<file path="src/rtl/rtv_param_train_healer.sv">
// rtv_param_train_healer
//   Parametrised self-healing seat reservation block for NUM_TRAINS trains.
//   Each train has a live free-seat counter and a verified shadow copy.
//   Bookings run IDLE -> CHECK -> COMMIT -> VERIFY -> RESP. A mismatch seen
//   in VERIFY, or by the idle scrub of live against shadow, triggers HEAL.
//   A sliding window of recent faults drives predict_flag. A heal taken while
//   predict_flag is high restores every counter and starts a booking lockout.
//
//   Optional feature macro: SHADOW_PARITY_EN. When it is defined, each shadow
//   entry stores an even-parity bit. The idle scrub then also checks that bit.
//   A parity error resets both copies of the bad train to SEATS.
//
// Ports:
//   clk, rst              clock, asynchronous active-high reset
//   book_req              booking request, held until accepted (busy low)
//   train_id/src/dest     target train and source/destination stations
//   num_tickets           tickets requested
//   inj_fault/inj_train   flip bit 0 of a live counter (fault injection)
//   busy                  request cannot be accepted this cycle
//   done                  one-cycle response strobe
//   success/booked_count/fare  response payload, held until the next done
//   seats_free            live counters, train 0 in the LSBs
//   fault_flag            one-cycle pulse per detected fault
//   predict_flag          fault count in the window >= PRED_THRESH
//   heal_trigger          high during the HEAL cycle
//   heal_mode             last heal mode (01 single, 10 all, 11 all + lockout)
module rtv_param_train_healer #(
    parameter int NUM_TRAINS  = 4,
    parameter int SEATS       = 10,
    parameter int FARE_RATE   = 20,
    parameter int FARE_W      = 12,
    parameter int FAULT_WIN   = 8,
    parameter int PRED_THRESH = 3,
    parameter int LOCK_CYCLES = 16,
    localparam int TID_W      = $clog2(NUM_TRAINS),
    localparam int SEAT_W     = $clog2(SEATS + 1)
) (
    input  logic                         clk,
    input  logic                         rst,
    input  logic                         book_req,
    input  logic [TID_W-1:0]             train_id,
    input  logic [2:0]                   src,
    input  logic [2:0]                   dest,
    input  logic [3:0]                   num_tickets,
    input  logic                         inj_fault,
    input  logic [TID_W-1:0]             inj_train,
    output logic                         busy,
    output logic                         done,
    output logic                         success,
    output logic [3:0]                   booked_count,
    output logic [FARE_W-1:0]            fare,
    output logic [NUM_TRAINS*SEAT_W-1:0] seats_free,
    output logic                         fault_flag,
    output logic                         predict_flag,
    output logic                         heal_trigger,
    output logic [1:0]                   heal_mode
);

    localparam int WC_W  = $clog2(FAULT_WIN + 1);
    localparam int LK_W  = $clog2(LOCK_CYCLES + 1);
    localparam int CMP_W = (SEAT_W > 4) ? SEAT_W : 4;

    localparam logic [2:0] S_IDLE   = 3'd0;
    localparam logic [2:0] S_CHECK  = 3'd1;
    localparam logic [2:0] S_COMMIT = 3'd2;
    localparam logic [2:0] S_VERIFY = 3'd3;
    localparam logic [2:0] S_HEAL   = 3'd4;
    localparam logic [2:0] S_RESP   = 3'd5;

    logic [2:0]                         state;
    logic [NUM_TRAINS-1:0][SEAT_W-1:0]  live, shadow, live_nx, shadow_nx;
    logic [TID_W-1:0]                   tid_r;
    logic [2:0]                         src_r, dest_r, hops;
    logic [3:0]                         nt_r;
    logic [FARE_W-1:0]                  fare_r;
    logic                               from_verify;
    logic [FAULT_WIN-1:0]               win;
    logic [WC_W-1:0]                    win_cnt;
    logic [LK_W-1:0]                    lock_cnt;
    logic                               mismatch, scrub_err, verify_ok, reject;
    logic                               tid_ok, inj_ok;
    logic [1:0]                         scrub_mode;

    // The comparisons are widened by one bit so that they stay meaningful
    // even when NUM_TRAINS is a power of two.
    assign tid_ok = ({1'b0, tid_r}     < (TID_W + 1)'(NUM_TRAINS));
    assign inj_ok = ({1'b0, inj_train} < (TID_W + 1)'(NUM_TRAINS));
    assign hops   = (dest_r >= src_r) ? (dest_r - src_r) : (src_r - dest_r);

    assign reject = (src_r == dest_r) || (nt_r == 4'd0) || !tid_ok ||
                    (CMP_W'(nt_r) > CMP_W'(live[tid_r])) || (lock_cnt != '0);

`ifdef SHADOW_PARITY_EN
    logic [NUM_TRAINS-1:0] shadow_par, par_nx, par_bad, par_bad_now;
    logic                  par_err;

    always_comb begin
        par_bad_now = '0;
        for (int i = 0; i < NUM_TRAINS; i++)
            par_bad_now[i] = shadow_par[i] ^ (^shadow[i]);
    end
    assign par_err   = |par_bad_now;
    assign scrub_err = mismatch | par_err;
`else
    assign scrub_err = mismatch;
`endif

    assign busy       = (state != S_IDLE) || scrub_err;
    assign seats_free = live;

    // A parity fault or a predicted burst turns a scrub heal into a full
    // restore with lockout.
`ifdef SHADOW_PARITY_EN
    assign scrub_mode = (predict_flag || par_err) ? 2'b11 : 2'b10;
`else
    assign scrub_mode = predict_flag ? 2'b11 : 2'b10;
`endif

    always_comb begin
        mismatch  = 1'b0;
        verify_ok = 1'b1;
        win_cnt   = '0;
        for (int i = 0; i < NUM_TRAINS; i++) begin
            if (live[i] != shadow[i])
                mismatch = 1'b1;
            if (TID_W'(i) == tid_r) begin
                if (live[i] != shadow[i] - SEAT_W'(nt_r))
                    verify_ok = 1'b0;
            end else if (live[i] != shadow[i]) begin
                verify_ok = 1'b0;
            end
        end
        for (int i = 0; i < FAULT_WIN; i++)
            win_cnt = win_cnt + WC_W'(win[i]);
    end

    // Next-state counters. Injection is applied last, on top of any
    // commit or heal write from the same edge.
    always_comb begin
        live_nx   = live;
        shadow_nx = shadow;
`ifdef SHADOW_PARITY_EN
        par_nx    = shadow_par;
`endif
        if (state == S_COMMIT)
            live_nx[tid_r] = live[tid_r] - SEAT_W'(nt_r);
        if (state == S_VERIFY && verify_ok) begin
            shadow_nx[tid_r] = live[tid_r];
`ifdef SHADOW_PARITY_EN
            par_nx[tid_r]    = ^live[tid_r];
`endif
        end
        if (state == S_HEAL) begin
            if (heal_mode == 2'b01)
                live_nx[tid_r] = shadow[tid_r];
            else
                live_nx = shadow;
`ifdef SHADOW_PARITY_EN
            for (int i = 0; i < NUM_TRAINS; i++) begin
                if (par_bad[i]) begin
                    live_nx[i]   = SEAT_W'(SEATS);
                    shadow_nx[i] = SEAT_W'(SEATS);
                    par_nx[i]    = ^(SEAT_W'(SEATS));
                end
            end
`endif
        end
        if (inj_fault && inj_ok)
            live_nx[inj_train][0] = ~live_nx[inj_train][0];
    end

    always_ff @(posedge clk or posedge rst) begin
        if (rst) begin
            state        <= S_IDLE;
            live         <= {NUM_TRAINS{SEAT_W'(SEATS)}};
            shadow       <= {NUM_TRAINS{SEAT_W'(SEATS)}};
            tid_r        <= '0;
            src_r        <= '0;
            dest_r       <= '0;
            nt_r         <= '0;
            fare_r       <= '0;
            from_verify  <= 1'b0;
            win          <= '0;
            lock_cnt     <= '0;
            done         <= 1'b0;
            success      <= 1'b0;
            booked_count <= '0;
            fare         <= '0;
            fault_flag   <= 1'b0;
            predict_flag <= 1'b0;
            heal_trigger <= 1'b0;
            heal_mode    <= 2'b00;
        end else begin
            live         <= live_nx;
            shadow       <= shadow_nx;
            win          <= {win[FAULT_WIN-2:0], fault_flag};
            predict_flag <= (int'(win_cnt) >= PRED_THRESH);
            done         <= 1'b0;
            fault_flag   <= 1'b0;
            heal_trigger <= 1'b0;
            if (lock_cnt != '0)
                lock_cnt <= lock_cnt - 1'b1;

            case (state)
                S_IDLE: begin
                    // The scrub wins over a request presented in the same cycle.
                    if (scrub_err) begin
                        state        <= S_HEAL;
                        fault_flag   <= 1'b1;
                        heal_trigger <= 1'b1;
                        from_verify  <= 1'b0;
                        heal_mode    <= scrub_mode;
                    end else if (book_req) begin
                        state  <= S_CHECK;
                        tid_r  <= train_id;
                        src_r  <= src;
                        dest_r <= dest;
                        nt_r   <= num_tickets;
                    end
                end
                S_CHECK: begin
                    if (reject) begin
                        state        <= S_RESP;
                        done         <= 1'b1;
                        success      <= 1'b0;
                        booked_count <= '0;
                        fare         <= '0;
                    end else begin
                        state <= S_COMMIT;
                    end
                end
                S_COMMIT: begin
                    fare_r <= FARE_W'(int'(hops) * int'(nt_r) * FARE_RATE);
                    state  <= S_VERIFY;
                end
                S_VERIFY: begin
                    if (verify_ok) begin
                        state        <= S_RESP;
                        done         <= 1'b1;
                        success      <= 1'b1;
                        booked_count <= nt_r;
                        fare         <= fare_r;
                    end else begin
                        state        <= S_HEAL;
                        fault_flag   <= 1'b1;
                        heal_trigger <= 1'b1;
                        from_verify  <= 1'b1;
                        heal_mode    <= predict_flag ? 2'b11 : 2'b01;
                    end
                end
                S_HEAL: begin
                    if (heal_mode == 2'b11)
                        lock_cnt <= LK_W'(LOCK_CYCLES);
                    if (from_verify) begin
                        state        <= S_RESP;
                        done         <= 1'b1;
                        success      <= 1'b0;
                        booked_count <= '0;
                        fare         <= '0;
                    end else begin
                        state <= S_IDLE;
                    end
                end
                S_RESP:  state <= S_IDLE;
                default: state <= S_IDLE;
            endcase
        end
    end

`ifdef SHADOW_PARITY_EN
    always_ff @(posedge clk or posedge rst) begin
        if (rst) begin
            shadow_par <= {NUM_TRAINS{^(SEAT_W'(SEATS))}};
            par_bad    <= '0;
        end else begin
            shadow_par <= par_nx;
            if (state == S_IDLE && scrub_err)
                par_bad <= par_bad_now;
            else if (state == S_HEAL)
                par_bad <= '0;
        end
    end
`endif

endmodule

</file>
<file path="config.mk">
export PLATFORM = sky130hd
export DESIGN_NAME = rtv_param_train_healer
export DESIGN_NICKNAME = d
export VERILOG_FILES = /design/src/rtl/rtv_param_train_healer.sv
export SDC_FILE = /design/constraint.sdc
export NUM_CORES = 1
export LEC_CHECK = 0
export ABC_AREA = 1
export BUFFER_PORTS_ARGS = -buffer_cell sky130_fd_sc_hd__buf_2
export CELL_PAD_IN_SITES_DETAIL_PLACEMENT = 1
export CELL_PAD_IN_SITES_GLOBAL_PLACEMENT = 1
export CORE_AREA = 4 4 121 123
export DETAILED_ROUTE_END_ITERATION = 12
export DIE_AREA = 0 0 125 127
export PLACE_DENSITY = 0.89
export SLEW_MARGIN = 20
export SYNTH_ARGS = -nofsm -noshare
export SYNTH_HDL_FRONTEND = slang
export SYNTH_SLANG_ARGS = --single-unit
</file>
<file path="constraint.sdc">
create_clock -name clk -period 6.2 [get_ports clk]
set_input_delay 0.93 -clock clk [delete_from_list [all_inputs] [get_ports clk]]
set_output_delay 0.93 -clock clk [all_outputs]
set_load 0.01 [all_outputs]
</file>
==> results.md, run 1 <==
- Drt total wl: 18,600 um
- Vias: 5,589
- Max-slew headroom: 36.0%
- Residual DRC: 0
- PortBufs: 55
- DRT Pass-1 Iters: 4
- Worst skew pair latency: 0.36 ns
- Flops & latches, synth: 91
- Initial antenna violation count: 0
- Post-synth EDFFs: 0
- Skew final: 0.0103 ns
- Ant diodes: 0
- Layout cells sized above 1: 12.5%
- CTS tree: built
- CTS Hold Bufs: 0
- First-pass GRT wire length: 30,600 um
- Critical path type: reg2reg
- Slowest CP cell: fa_1
- Sequential-to-total area share from yosys stat: 38.2%
- CP Launch Point: src_r[0]
- Reg area: 2300 um2
- CTS clk-pin slew, worst paths: 0.08 ns
- Critical path data arrival time: 5.20 ns
- Yosys warns: 0
- CP delay by family, top: adder cells
- Status: finished clean
- Cts repair resizes: 0
- Initial core utilization: 44.0%
- Max-cap viol count: 0
- CTS Root Cell: clkbuf_16
- DIE WIDTH: 125 um
- Post-CTS Repair Setup Buffers: 0
- Nature of the critical path startpoint: flop
- Largest net degree at the start of global routing: 54
- Primary FF master, synth: dfrtp_1
- Crit-path cells: inv_1, ha_1, nand3_1, nand3_1, mux2i_1, xor2_1, or2_2, fa_1, inv_1, ha_1, nand3_1, nand2_1, xor2_1, ha_1, ha_1, a21o_1, o21ai_0, nand2_1, a21oi_1, nand2_1, a31oi_1
- Largest cells by area after synthesis: dfrtp_1 (31%), nand2_1 (12%), ha_1 (8.3%)
- CP Capture Type: flop
- Async SR Flop Fraction: 100%
- DR iter-0 viols: 367
- Cells after Synth: 780
- Synth Area per Inst: 7.70 um2
- HP Class: reg2reg
- Fmax: 203 MHz
- Total track usage: 24.0%
- Max incr delay on CP: 0.58 ns
- DR vias/cell: 5.47
- Number of global-route vias before repair: 5,961
- Die ar.: 15,900 um2
- Fin nets: 909
- GPL Wtd Cong: 0.875
- CP dominant cell by count: ha_1
- Largest area contributor in the netlist: dfrtp_1
- Fin crit share: 79.6%
- Worst path bufs/invs: 2
- Drt wl/cell: 18.2 um
- Fin. max-slew vios: 0
- Maximum clock path buffer count: 2
- Core area: 13,700 um2
- Yosys top cell area share: 31.2%
- Final Hold Viols: 0
- Post-route ant nets: 0
- Post-DP HPWL: 13,200 um
- Setup TNS: 0 ns
- FILL cells: 1,752
- Netlist cell types: 40
- Multi-input gate area: 3180 um2
- CTS buffer count: 9
- Unrepaired setup endpoints after global routing: false
- Worst-path maximum fanout: 5
- Required time of the critical path: 6.47 ns
- DIE HEIGHT: 127 um
- Tightest Pin Transition: 0.957 ns
- CTS H-tree depth: 3
- Post-synthesis cell area: 6010 um2
- Final worst path period need: 4.93 ns
- Worst r2r src: src_r[0]
- Grt total ovfl: 0
- Core Rows: 43
- Setup-failing EPs final: 0
- IO Count: 58
- Worst hold path startpoint: win[6]
- Clock sinks: 91
- Area Overhead vs Synth: 13.1%
logic make-up (layout without fill, tap and decap cells):
logic type,Yosys count,in the layout,share of synthesized area (%)
and+or+nand+nor,330,330,22.9
AOI/OAI and AO/OA,140,140,12.7
buffers and inverters,137,197,8.96
DFF,91,91,38.2
adders and majority gates,55,55,13.3
xor gates and xnor gates,25,25,3.65
other,1,2,0.0624
muxes,1,1,0.167
cells in the mapped netlist, drive strengths merged, types with 3 or more instances:
cell	n
nand2	192
inv	121
dfrtp	75
nor2	63
o21ai	59
a21oi	56
nand3	56
ha	40
dfstp	16
fa	15
xor2	13
xnor2	12
buf	8
clkbuf	8
nand4	7
or2	5
a211oi	3
nor3	3
o211ai	3
o21a	3
o22ai	3
o31ai	3
metrics by stage:
stage                     worst slack (ns)  instance area (um2)  hold WS [ns]  std cells  utilization, %
after floorplan                       1.94                 6010         0.354        781               -
after CTS                             1.30                 6790         0.381       1020            49.7
after global routing                 0.883                 6790         0.400       1021            49.7
after global placement                1.74                 6470         0.359       1004            47.3
after detailed placement              1.44                 6470         0.363       1004            47.3
final                                 1.27                 6790         0.381       1021            49.7
metal layers:
layer,GRT usage [%],part of all wire [%],wire [um],vias up
li1,-,-,-,2628
met1,30.5,42,7820,2766
met2,41.2,50,9230,149
met3,2.68,4.4,810,46
met4,11.2,3.8,698,0
met5,0,0,0,-
worst reg2reg max path, stage by stage, from the launching register on:
cell and delay (ns):
dfrtp_1 0.36, inv_1 0.06, ha_1 0.36, nand3_1 0.14, nand3_1 0.16, mux2i_1 0.23
xor2_1 0.13, or2_2 0.31, fa_1 0.58, inv_1 0.10, ha_1 0.28, nand3_1 0.07
nand2_1 0.09, xor2_1 0.21, ha_1 0.27, ha_1 0.36, a21o_1 0.21, o21ai_0 0.35
nand2_1 0.10, a21oi_1 0.19, nand2_1 0.07, a31oi_1 0.20
layout make-up:
cell class / instances / share of cell area, %
multi-input combinational: 553 / 46.9
sequential: 91 / 33.8
inverter: 121 / 6.71
timing repair buffer: 60 / 4.57
clock buffer: 9 / 3.32
tap: 180 / 3.32
clock inverter: 7 / 1.40
sequential cells by signal (all words and copies together) (netlist names), 4 cells and up:
name	count
seats_free	16
shadow	16
fare	10
fare_r	10
win	8
lock_cnt	5
booked_count	4
nt_r	4
placed cells by master (no fill, tap or decap), types with 15 or more instances in the layout:
master,n
ha_1,40
dfstp_2,16
o21ai_0,47
fa_1,15
inv_1,118
a21oi_1,56
nor2_1,59
dfrtp_1,75
buf_2,55
nand2_1,191
nand3_1,56
worst paths after layout:
path                           endpoint  slack (ns)  depth (start not counted)
min reg2reg                      win[7]        0.38                          0
min in group asynchronous  predict_flag        0.64                          2
max                          fare_r[10]        1.27                         21
max reg2reg                  fare_r[10]        1.27                         21
min                              win[7]        0.38                          0
max in group asynchronous     dest_r[1]        4.42                          3
Power of run 1 is not shown: default switching activity piles up to over one toggle a cycle in this logic, so the estimate is an artifact.
==> run 2, diff against run 1 <==
--- a/config.mk
+++ b/config.mk
@@ -5,14 +5,14 @@
 export SDC_FILE = /design/constraint.sdc
 export NUM_CORES = 1
 export LEC_CHECK = 0
-export ABC_AREA = 1
+export ABC_AREA = 0
 export BUFFER_PORTS_ARGS = -buffer_cell sky130_fd_sc_hd__buf_2
 export CELL_PAD_IN_SITES_DETAIL_PLACEMENT = 1
 export CELL_PAD_IN_SITES_GLOBAL_PLACEMENT = 1
-export CORE_AREA = 4 4 121 123
+export CORE_AREA = 4 4 117 119
 export DETAILED_ROUTE_END_ITERATION = 12
-export DIE_AREA = 0 0 125 127
-export PLACE_DENSITY = 0.89
+export DIE_AREA = 0 0 121 123
+export PLACE_DENSITY = 0.88
 export SLEW_MARGIN = 20
 export SYNTH_ARGS = -nofsm -noshare
 export SYNTH_HDL_FRONTEND = slang
==> constraint.sdc (replaced) <==
create_clock -name clk -period 5.1 [get_ports clk]
set_input_delay 0.765 -clock clk [delete_from_list [all_inputs] [get_ports clk]]
set_output_delay 0.765 -clock clk [all_outputs]
set_load 0.01 [all_outputs]
==> results.md, run 2 <==
- Top-count cell post-synth: dfrtp_1
- Post-place setup slack: 0.309 ns
- Flop pwr share: 21.2%
- Area Overhead vs Synth: 12.4%
- First-pass GRT wire length: 26,400 um
- Die ar.: 14,900 um2
- Worst skew pair latency: 0.35 ns
- Post-route ant nets: 0
- Max-slew headroom: 34.4%
- Initial antenna violation count: 0
- Comb power frac: 65.5%
- CTS buffer count: 9
- HP Class: reg2reg
- Drt wl/cell: 20.3 um
- Largest cells by area after synthesis: dfrtp_1 (32%), ha_1 (8.6%), dfstp_2 (7.2%)
- Leakage: 3.16 nW
- Clk pwr share: 13.3%
- Final worst path period need: 4.83 ns
- Fin. max-slew vios: 0
- Post-synthesis cell area: 5850 um2
- Tightest Pin Transition: 0.984 ns
- Skew final: 0.00600 ns
- Max incr delay on CP: 0.49 ns
- Drt total wl: 16,000 um
- Critical path data arrival time: 5.04 ns
- Largest area contributor in the netlist: dfrtp_1
- Clock sinks: 91
- Setup TNS: 0 ns
- Final Hold Viols: 0
- Grt total ovfl: 0
- Fin nets: 686
- Placed Instance Area: 6260 um2
- P_sw: 2.48 mW
- Commonest non-fill, non-tap cell in the layout: dfrtp_1
- DR vias/cell: 5.67
- CTS clk-pin slew, worst paths: 0.06 ns
- Status: finished clean
- DIE HEIGHT: 123 um
- Initial core utilization: 46.5%
- CTS tree: built
- Yosys top cell area share: 32.1%
- Fin area: 6580 um2
- Crit-path cells: inv_1, ha_1, o21ai_0, nand2b_1, a21o_1, mux2i_2, xnor2_2, and2_1, fa_1, ha_1, fa_1, a21o_1, a21oi_1, inv_1, ha_1, ha_1, inv_1, o21bai_1, a21oi_1, xnor2_1, o21ai_0
- Total track usage: 22.8%
- Post-synth EDFFs: 0
- Async SR Flop Fraction: 100%
- Critical path type: reg2reg
- CTS H-tree depth: 3
- Required time of the critical path: 5.31 ns
- PortBufs: 55
- Synth Area per Inst: 10.4 um2
- DIE WIDTH: 121 um
- Nature of the critical path startpoint: flop
- GPL Wtd Cong: 0.891
- Layout cells sized above 1: 19.8%
- Final WS setup: 0.273 ns
- Sequential-to-total area share from yosys stat: 39.3%
- Cells after Synth: 563
- Residual DRC: 0
- DR iter-0 viols: 236
- Worst-path maximum fanout: 6
- DRT Pass-1 Iters: 4
- Netlist cell types: 53
- Setup-failing EPs final: 0
- Max-cap viol count: 0
- CP Capture Type: flop
- Maximum clock path buffer count: 2
- Final core occ: 52.3%
- Slowest CP cell: fa_1
- CP dominant cell by count: ha_1
- Post-synth top cells: dfrtp_1 (75), inv_1 (49), nand2_1 (47), xnor2_1 (41), ha_1 (40)
- Flops & latches, synth: 91
- IO Count: 58
- Commonest cells after routing, fill and taps aside: dfrtp_1 (75), buf_2 (55), inv_1 (48), nand2_1 (47)
- Core Rows: 41
- Number of global-route vias before repair: 5,054
- Post-DP HPWL: 11,700 um
- Vias: 4,471
- Cell Pwr Density: 779 nW/um2
- VDD IR max: 0.000462 V
- Fmax: 207 MHz
- Core area: 12,600 um2
- CTS Root Cell: clkbuf_16
- Ant diodes: 0
- Net Sw Frac: 48.3%
- Yosys warns: 0
- Worst hold margin: 0.386 ns
- Internal Power: 2.65 mW
- Fin crit share: 94.6%
- Largest net degree at the start of global routing: 50
- Primary FF master, synth: dfrtp_1
- CTS Hold Bufs: 0
==> run 2: cell types whose count changed after synthesis, moves of 31 or more <==
| cell | previous run | this run |
|---|---|---|
| nand2_1 | 191 | 47 |
| inv_1 | 119 | 49 |
| nand3_1 | 56 | 3 |
| o21ai_0 | 47 | 13 |
| a21oi_1 | 56 | 23 |
| nor2_1 | 60 | 29 |
==> run 2: path summary, 6_finish.rpt <==
kind,startpoint,end,slack (ns),cells past startpoint
setup / recovery,src_r[0],fare_r[10],0.27,21
hold / removal,win[4],win[5],0.39,0
setup reg to reg,src_r[0],fare_r[10],0.27,21
hold reg to reg,win[4],win[5],0.39,0
max in group asynchronous,rst,shadow[8],3.47,3
min in group asynchronous,rst,shadow[4],0.52,2
==> run 2: logic make-up after synthesis <==
kind of cell | share of synthesized area (%)
AO/OA/AOI/OAI | 11.2
XOR/XNOR | 8.24
adder cells (fa/ha/maj) | 13.7
buffers and inverters | 5.20
flip-flops | 39.3
multiplexers | 7.66
other | 0.0641
AND/OR/NAND/NOR | 14.7
==> run 2: power groups by stage <==
stage / Sequential (mW) / Combinational [mW] / Clock (mW)
2_1_floorplan: 1.02 / 2.39 / 0
3_3_place_gp: 1.08 / 2.91 / 0
3_5_place_dp: 1.10 / 3.19 / 0
4_1_cts: 1.08 / 3.25 / 0.693
5_1_grt: 1.11 / 3.77 / 0.722
6_report: 1.08 / 3.36 / 0.683
==> run 2: routing by layer <==
layer	share of wire (%)	track usage [%]	vias to the layer above
met2	51	39.5	103
met5	0	0	-
met1	43	27.9	2298
met4	2.4	10.3	0
met3	4.0	3.84	31
li1	-	-	2039
==> run 2: critical path, delay by kind of cell, from the launching register on <==
kind	cells	cell delay, ns
AOI/OAI and AO/OA	7	1.24
DFF	1	0.37
and+or+nand+nor	2	0.25
xor gates and xnor gates	2	0.24
buffers and inverters	3	0.25
muxes	1	0.23
adders and majority gates	6	2.09
==> run 2: what timing repair did <==
item | 4_1_cts | 5_1_grt
setup endpoints to repair | 0 | 1
hold endpoints to repair | 0 | 0
gates resized for setup | 0 | 4
buffers inserted | 0 | 0
==> run 2: area by class of cell <==
type	count	area (um2)
inverter	50	189
clock buffer	13	260
sequential	91	2300
multi-input combinational	402	3270
tap	172	215
clock inverter	2	35.0
fill	1407	5990
timing repair buffer	59	305
==> run 2: per-stage QoR <==
stage                     power, mW  std cells
after floorplan                3.41        564
after global placement         3.99        774
after detailed placement       4.29        774
after CTS                      5.03        789
after global routing           5.60        789
final                          5.12        789
No activity file was read; power rests on OpenSTA's default activity.
